===== config.mk =====
export PLATFORM = sky130hd
export DESIGN_NAME = larpix_piso_rx
export DESIGN_NICKNAME = d
export VERILOG_FILES = /design/src/rtl/larpix_piso_rx.sv
export SDC_FILE = /design/constraint.sdc
export NUM_CORES = 1
export LEC_CHECK = 0
export CAP_MARGIN = 20
export CELL_PAD_IN_SITES_DETAIL_PLACEMENT = 1
export CELL_PAD_IN_SITES_GLOBAL_PLACEMENT = 1
export CORE_UTILIZATION = 27
export CTS_CLUSTER_SIZE = 25
export DETAILED_ROUTE_END_ITERATION = 8
export PLACE_DENSITY = 0.57
export SYNTH_ARGS = -nofsm -noshare
export SYNTH_HDL_FRONTEND = slang
export SYNTH_SLANG_ARGS = --single-unit
export TNS_END_PERCENT = 5

===== constraint.sdc =====
create_clock -name clk -period 2.55 [get_ports clk]
set_input_delay 0.765 -clock clk [delete_from_list [all_inputs] [get_ports clk]]
set_output_delay 0.765 -clock clk [all_outputs]
set_load 0.02 [all_outputs]

===== src/rtl/larpix_piso_rx.sv =====
// Controller-side UART receiver for one LArPix PISO lane, with a single-entry valid/ready holder.
// Define LARPIX_PISO_RX_PARITY_CHECK_EN to drop frames whose WIDTH bits fail odd parity.
module larpix_piso_rx #(
  parameter int unsigned WIDTH    = 64,
  parameter int unsigned CLK_DIV  = 4,
  parameter int unsigned CNT_BITS = 16
) (
  input  logic                clk,
  input  logic                reset_n,
  input  logic                piso,
  output logic [WIDTH-1:0]    packet_out,
  output logic                packet_valid,
  input  logic                packet_ready,
  output logic                frame_err,
  output logic                parity_err,
  output logic                overflow,
  output logic [CNT_BITS-1:0] packet_count,
  output logic                rx_busy
);

  localparam logic [2:0] StIdle  = 3'd0;
  localparam logic [2:0] StStart = 3'd1;
  localparam logic [2:0] StData  = 3'd2;
  localparam logic [2:0] StStop  = 3'd3;
  localparam logic [2:0] StBreak = 3'd4;

  localparam int unsigned IdxW = (WIDTH > 1) ? $clog2(WIDTH) : 1;
  localparam logic [IdxW-1:0] LastIdx = IdxW'(WIDTH - 1);
  localparam logic [7:0] FullDiv = 8'(CLK_DIV);
  localparam logic [7:0] HalfDiv = (CLK_DIV / 2 < 1) ? 8'd1 : 8'(CLK_DIV / 2);

  logic [1:0]          sync_q;
  logic                piso_s;
  logic [2:0]          state_q, state_d;
  logic [7:0]          timer_q, timer_d;
  logic [IdxW-1:0]     idx_q, idx_d;
  logic [WIDTH-1:0]    shift_q, shift_d;
  logic                done_q, done_d;
  logic                frame_err_q, frame_err_d;
  logic [WIDTH-1:0]    pkt_q, pkt_d;
  logic                valid_q, valid_d;
  logic                overflow_q, overflow_d;
  logic [CNT_BITS-1:0] count_q, count_d;
  logic                expire;
  logic                parity_ok;
  logic                accept;

  assign piso_s = sync_q[1];
  assign expire = (timer_q == 8'd1);

  always_comb begin
    state_d     = state_q;
    timer_d     = timer_q;
    idx_d       = idx_q;
    shift_d     = shift_q;
    done_d      = 1'b0;
    frame_err_d = 1'b0;
    unique case (state_q)
      StIdle: begin
        if (!piso_s) begin
          timer_d = HalfDiv;
          state_d = StStart;
        end
      end
      StStart: begin
        if (!expire) begin
          timer_d = timer_q - 8'd1;
        end else if (piso_s) begin
          state_d = StIdle;
        end else begin
          timer_d = FullDiv;
          idx_d   = '0;
          state_d = StData;
        end
      end
      StData: begin
        if (!expire) begin
          timer_d = timer_q - 8'd1;
        end else begin
          shift_d[idx_q] = piso_s;
          timer_d        = FullDiv;
          if (idx_q == LastIdx) state_d = StStop;
          else                  idx_d   = idx_q + IdxW'(1);
        end
      end
      StStop: begin
        if (!expire) begin
          timer_d = timer_q - 8'd1;
        end else if (piso_s) begin
          done_d  = 1'b1;
          state_d = StIdle;
        end else begin
          frame_err_d = 1'b1;
          state_d     = StBreak;
        end
      end
      StBreak: begin
        // Line must return high before another start bit is accepted.
        if (piso_s) state_d = StIdle;
      end
      default: state_d = StIdle;
    endcase
  end

`ifdef LARPIX_PISO_RX_PARITY_CHECK_EN
  logic parity_err_q;

  assign parity_ok  = ^shift_q;
  assign parity_err = parity_err_q;

  always_ff @(posedge clk or negedge reset_n) begin
    if (!reset_n) parity_err_q <= 1'b0;
    else          parity_err_q <= done_q & ~parity_ok;
  end
`else
  assign parity_ok  = 1'b1;
  assign parity_err = 1'b0;
`endif

  // A same-cycle handshake frees the holder, so a new frame may replace the consumed one.
  always_comb begin
    accept     = done_q & parity_ok & (~valid_q | packet_ready);
    pkt_d      = accept ? shift_q : pkt_q;
    valid_d    = accept ? 1'b1 : (valid_q & ~packet_ready);
    count_d    = count_q + CNT_BITS'(accept);
    overflow_d = overflow_q | (done_q & parity_ok & valid_q & ~packet_ready);
  end

  always_ff @(posedge clk or negedge reset_n) begin
    if (!reset_n) begin
      sync_q      <= 2'b11;
      state_q     <= StIdle;
      timer_q     <= '0;
      idx_q       <= '0;
      shift_q     <= '0;
      done_q      <= 1'b0;
      frame_err_q <= 1'b0;
      pkt_q       <= '0;
      valid_q     <= 1'b0;
      overflow_q  <= 1'b0;
      count_q     <= '0;
    end else begin
      sync_q      <= {sync_q[0], piso};
      state_q     <= state_d;
      timer_q     <= timer_d;
      idx_q       <= idx_d;
      shift_q     <= shift_d;
      done_q      <= done_d;
      frame_err_q <= frame_err_d;
      pkt_q       <= pkt_d;
      valid_q     <= valid_d;
      overflow_q  <= overflow_d;
      count_q     <= count_d;
    end
  end

  assign packet_out   = pkt_q;
  assign packet_valid = valid_q;
  assign frame_err    = frame_err_q;
  assign overflow     = overflow_q;
  assign packet_count = count_q;
  assign rx_busy      = (state_q != StIdle);

endmodule


==> qor.log <==
qor: status.outcome completed
qor: die.die-height 165 µm
qor: critical_path.worst-endpoint-arrival 2.68 ns
qor: cts.cts-buffers-inserted 17
qor: placement.dp_hpwl 12300 µm
qor: sta.whs 0.291 ns
qor: sta.maxClockFrequency 0.420 GHz
qor: critical_path.r2r.worst_path.cells 6
qor: placement.gp_congestion 0.769
qor: die.floorplan.core_area 26000 µm²
qor: cts.clockBufferDepth 2
qor: synthesis.synth_top_area_share 57.7%
qor: cts.worst_setup_hold_path_clk_slew 0.07 ns
qor: synthesis.synth_async_sr_flop_share 100%
qor: detailed_routing.drt-wirelength-per-cell 17.0 µm
qor: global_route.first_global_vias 5287
qor: synthesis.netlist_area 7150 µm²
qor: critical_path.critPathMaxFanout 8
qor: synthesis.synth_cell_types 52
qor: critical_path.critical_path_class reg -> reg
qor: sta.post-route-period-util 93.4%
qor: finish.nets 698
qor: die.placementRows 59
qor: critical_path.critical_path.top_delay_family simple AND/OR/NAND/NOR gates
qor: critical_path.crit_path_top_delay_cell sky130_fd_sc_hd__or3b_2
qor: critical_path.cp-end-kind register
qor: cts.insertion_delay 0.42 ns
qor: sta.relSlewSlack 55.8%
qor: critical_path.timing.critical_path.to shift_q[45]$_DFFE_PN0P_
qor: critical_path.worst_path_largest_cell_delay 0.60 ns
qor: critical_path.cp.required 2.85 ns
qor: sta.report.final.setup_viol 0
qor: run.timing.max_cap.violations 0
qor: placement.place.port_buffers 87
qor: detailed_routing.vias_per_cell 4.86
qor: sta.rsz_0062_raised_after_global_routing no
qor: sta.period_minus_slack 2.38 ns
qor: die.floorplan.initialDensity 27.5%
qor: critical_path.reg2reg_slack 0.17 ns
qor: critical_path.critical_path_buf_inv_count 1
qor: detailed_routing.route.detailed.drc 0
qor: placement.total_cell_area_at_the_placement_stage 8550 µm²
qor: detailed_routing.drt-initial-drc-count 232
qor: critical_path.reg_to_reg_end shift_q[45]$_DFFE_PN0P_
qor: detailed_routing.route.vias.total 5032
qor: synthesis.yosys_warnings 0
qor: sta.timing_worst_slew_pin_value 0.662 ns
qor: synthesis.library_cell_with_the_largest_summed_area_after_synthesis sky130_fd_sc_hd__dfrtp_1
qor: sta.slew_violations 0
qor: detailed_routing.postRouteWirelength 17600 µm
qor: global_route.grt_pass1_wl 28800 µm
qor: synthesis.syn_inst_count 597
qor: die.floorplan.io_pins 89
qor: synthesis.ys_top_cells_by_area sky130_fd_sc_hd__dfrtp_1, sky130_fd_sc_hd__mux2_2, sky130_fd_sc_hd__o31ai_1, sky130_fd_sc_hd__o21ai_0, sky130_fd_sc_hd__clkbuf_1
qor: critical_path.crit_start timer_q[1]$_DFFE_PN0P_
qor: synthesis.synth-seq-cells 167
qor: pwr.total_power 6.36 mW
qor: die.fp.dieArea 27100 µm²
qor: synthesis.synth_cell_count_leaders sky130_fd_sc_hd__dfrtp_1, sky130_fd_sc_hd__mux2_2, sky130_fd_sc_hd__o21ai_0
qor: cts.htreeDepth 4
qor: critical_path.worst-path-stages 6
qor: synthesis.number_of_enable_type_register_cells_in_the_synthesized_netlist 0
qor: finish.antenna-diode-count 0
qor: synthesis.dominant_cell_by_count_in_the_synthesized_netlist sky130_fd_sc_hd__dfrtp_1
qor: die.floorplan.die.width 165 µm
qor: finish.area_growth_from_synthesis_to_layout 27.2%
qor: pwr.p_leak 4.08 nW
qor: synthesis.synth_top_flop_cell sky130_fd_sc_hd__dfrtp_1
qor: global_route.globalRouteTotalUtil 13.8%
qor: finish.layout.cell_area.non_filler 9090 µm²
qor: detailed_routing.residual_antenna_violating_net_count_after_detailed_routing 0
qor: critical_path.critical_path.reg2reg.startpoint timer_q[1]$_DFFE_PN0P_
qor: cts.tritoncts_clock_tree built
qor: sta.hold_viol_final 0
qor: critical_path.worstPathCellList inv_1 > ha_1 > or3b_2 > nor4_4 > nand2b_1 > mux2_1
qor: cts.cts_num_sinks 167
qor: pwr.power.density 699 nW/µm²
qor: global_route.antenna_found_initial 0
qor: global_route.maximum_number_of_pins_on_one_net_before_global_route_repair 50
qor: cts.cts_hold_buf 0
qor: critical_path.critical_path_start_type register
qor: sta.setup-tns-final 0 ns
qor: min_path.hold_path.class in -> async
qor: synthesis.synth.net_count 606
qor: detailed_routing.detailed_routing_iteration_count_for_the_pre_antenna_repair_pass 6
qor: sta.worst_clk_skew 0.00939 ns
qor: global_route.globalRouteOverflowTotal 0
qor: finish.fraction_of_final_layout_cells_sized_beyond_drive_strength_1 20.1%
qor: cts.root_buffer sky130_fd_sc_hd__clkbuf_16
qor: synthesis.avgSynthCellArea 12.0 µm²
qor: synthesis.synth-seq-area-share 58.5%
qor: pwr.worst_ir_drop_vdd 0.000425 V
metrics by stage:
stage	cells	utilization (%)	setup slack, ns
after detailed placement	1005	32.9	-0.0784
after global routing	1036	35.0	0.00726
after floorplan	597	-	0.0363
after CTS	1036	35.0	0.116
after global placement	1005	32.9	-0.0152
final	1036	35.0	0.168
registers in the layout, summed over array words and instances (netlist names):
signal and flops:
frame_err 1, packet_out 64, overflow 1, state_q 3, idx_q 6, shift_q 64, packet_valid 1, done_q 1
sync_q 2, timer_q 8, packet_count 16
cells by family after synthesis:
logic type	synth area share, %
fa+ha+maj	0.875
simple gates	10.3
buf+inv	2.97
mux	13.2
flops	58.5
other cells	0.0524
xor+xnor	1.71
compound gates	12.5
where the power goes:
| part | internal (mW) | switching [mW] |
|---|---|---|
| logic | 0.366 | 0.699 |
| clock network | 1.35 | 1.04 |
| registers | 2.76 | 0.143 |
| total | 4.47 | 1.89 |
cell usage in the layout, fill, tap and decap left out, types with 8 or more instances in the layout:
cell type	instances
sky130_fd_sc_hd__nand4_1	14
sky130_fd_sc_hd__o31ai_1	49
sky130_fd_sc_hd__nand2_1	29
sky130_fd_sc_hd__clkbuf_16	17
sky130_fd_sc_hd__nor3_1	9
sky130_fd_sc_hd__inv_1	12
sky130_fd_sc_hd__clkdlybuf4s50_1	85
sky130_fd_sc_hd__mux2_2	71
sky130_fd_sc_hd__mux2_1	10
sky130_fd_sc_hd__nor2_1	19
sky130_fd_sc_hd__xnor2_1	9
sky130_fd_sc_hd__dfrtp_1	165
sky130_fd_sc_hd__buf_4	25
sky130_fd_sc_hd__o21ai_0	55
sky130_fd_sc_hd__nand3_1	20
sky130_fd_sc_hd__nand2b_1	8
sky130_fd_sc_hd__a21oi_1	12
repair_timing:
item / 4_1_cts / 5_1_grt
resized for setup: 1 / 0
setup endpoints to repair: 1 / 0
setup buffers: 0 / 0
per-layer routing:
| metal | vias to the layer above | share of wire [%] | GRT usage [%] |
|---|---|---|---|
| li1 | 2358 | - | - |
| met1 | 2575 | 47 | 18.1 |
| met2 | 88 | 49 | 22.6 |
| met3 | 11 | 3.4 | 3.24 |
| met4 | 0 | 1.1 | 3.84 |
| met5 | - | 0 | 0 |
worst min-delay path by stage:
stage / from / endpoint / slack (ns) / depth (start not counted)
final: reset_n / packet_count[4]$_DFF_PN0_ / 0.29 / 1
after detailed placement: sync_q[0]$_DFF_PN1_ / sync_q[1]$_DFF_PN1_ / 0.35 / 0
after CTS: reset_n / packet_count[6]$_DFF_PN0_ / 0.29 / 1
after floorplan: sync_q[0]$_DFF_PN1_ / sync_q[1]$_DFF_PN1_ / 0.35 / 0
after global routing: reset_n / packet_count[6]$_DFF_PN0_ / 0.30 / 1
after global placement: sync_q[0]$_DFF_PN1_ / sync_q[1]$_DFF_PN1_ / 0.35 / 0
cell type report:
| type | instances | area, µm² |
|---|---|---|
| Clock buffer | 21 | 480 |
| Timing Repair Buffer | 116 | 1140 |
| Clock inverter | 10 | 70.1 |
| Tap cell | 335 | 419 |
| Multi-Input combinational cell | 375 | 2760 |
| Sequential cell | 167 | 4180 |
| Inverter | 12 | 45.0 |
| Fill cell | 2819 | 16900 |
(Power assumes the default switching activity.)
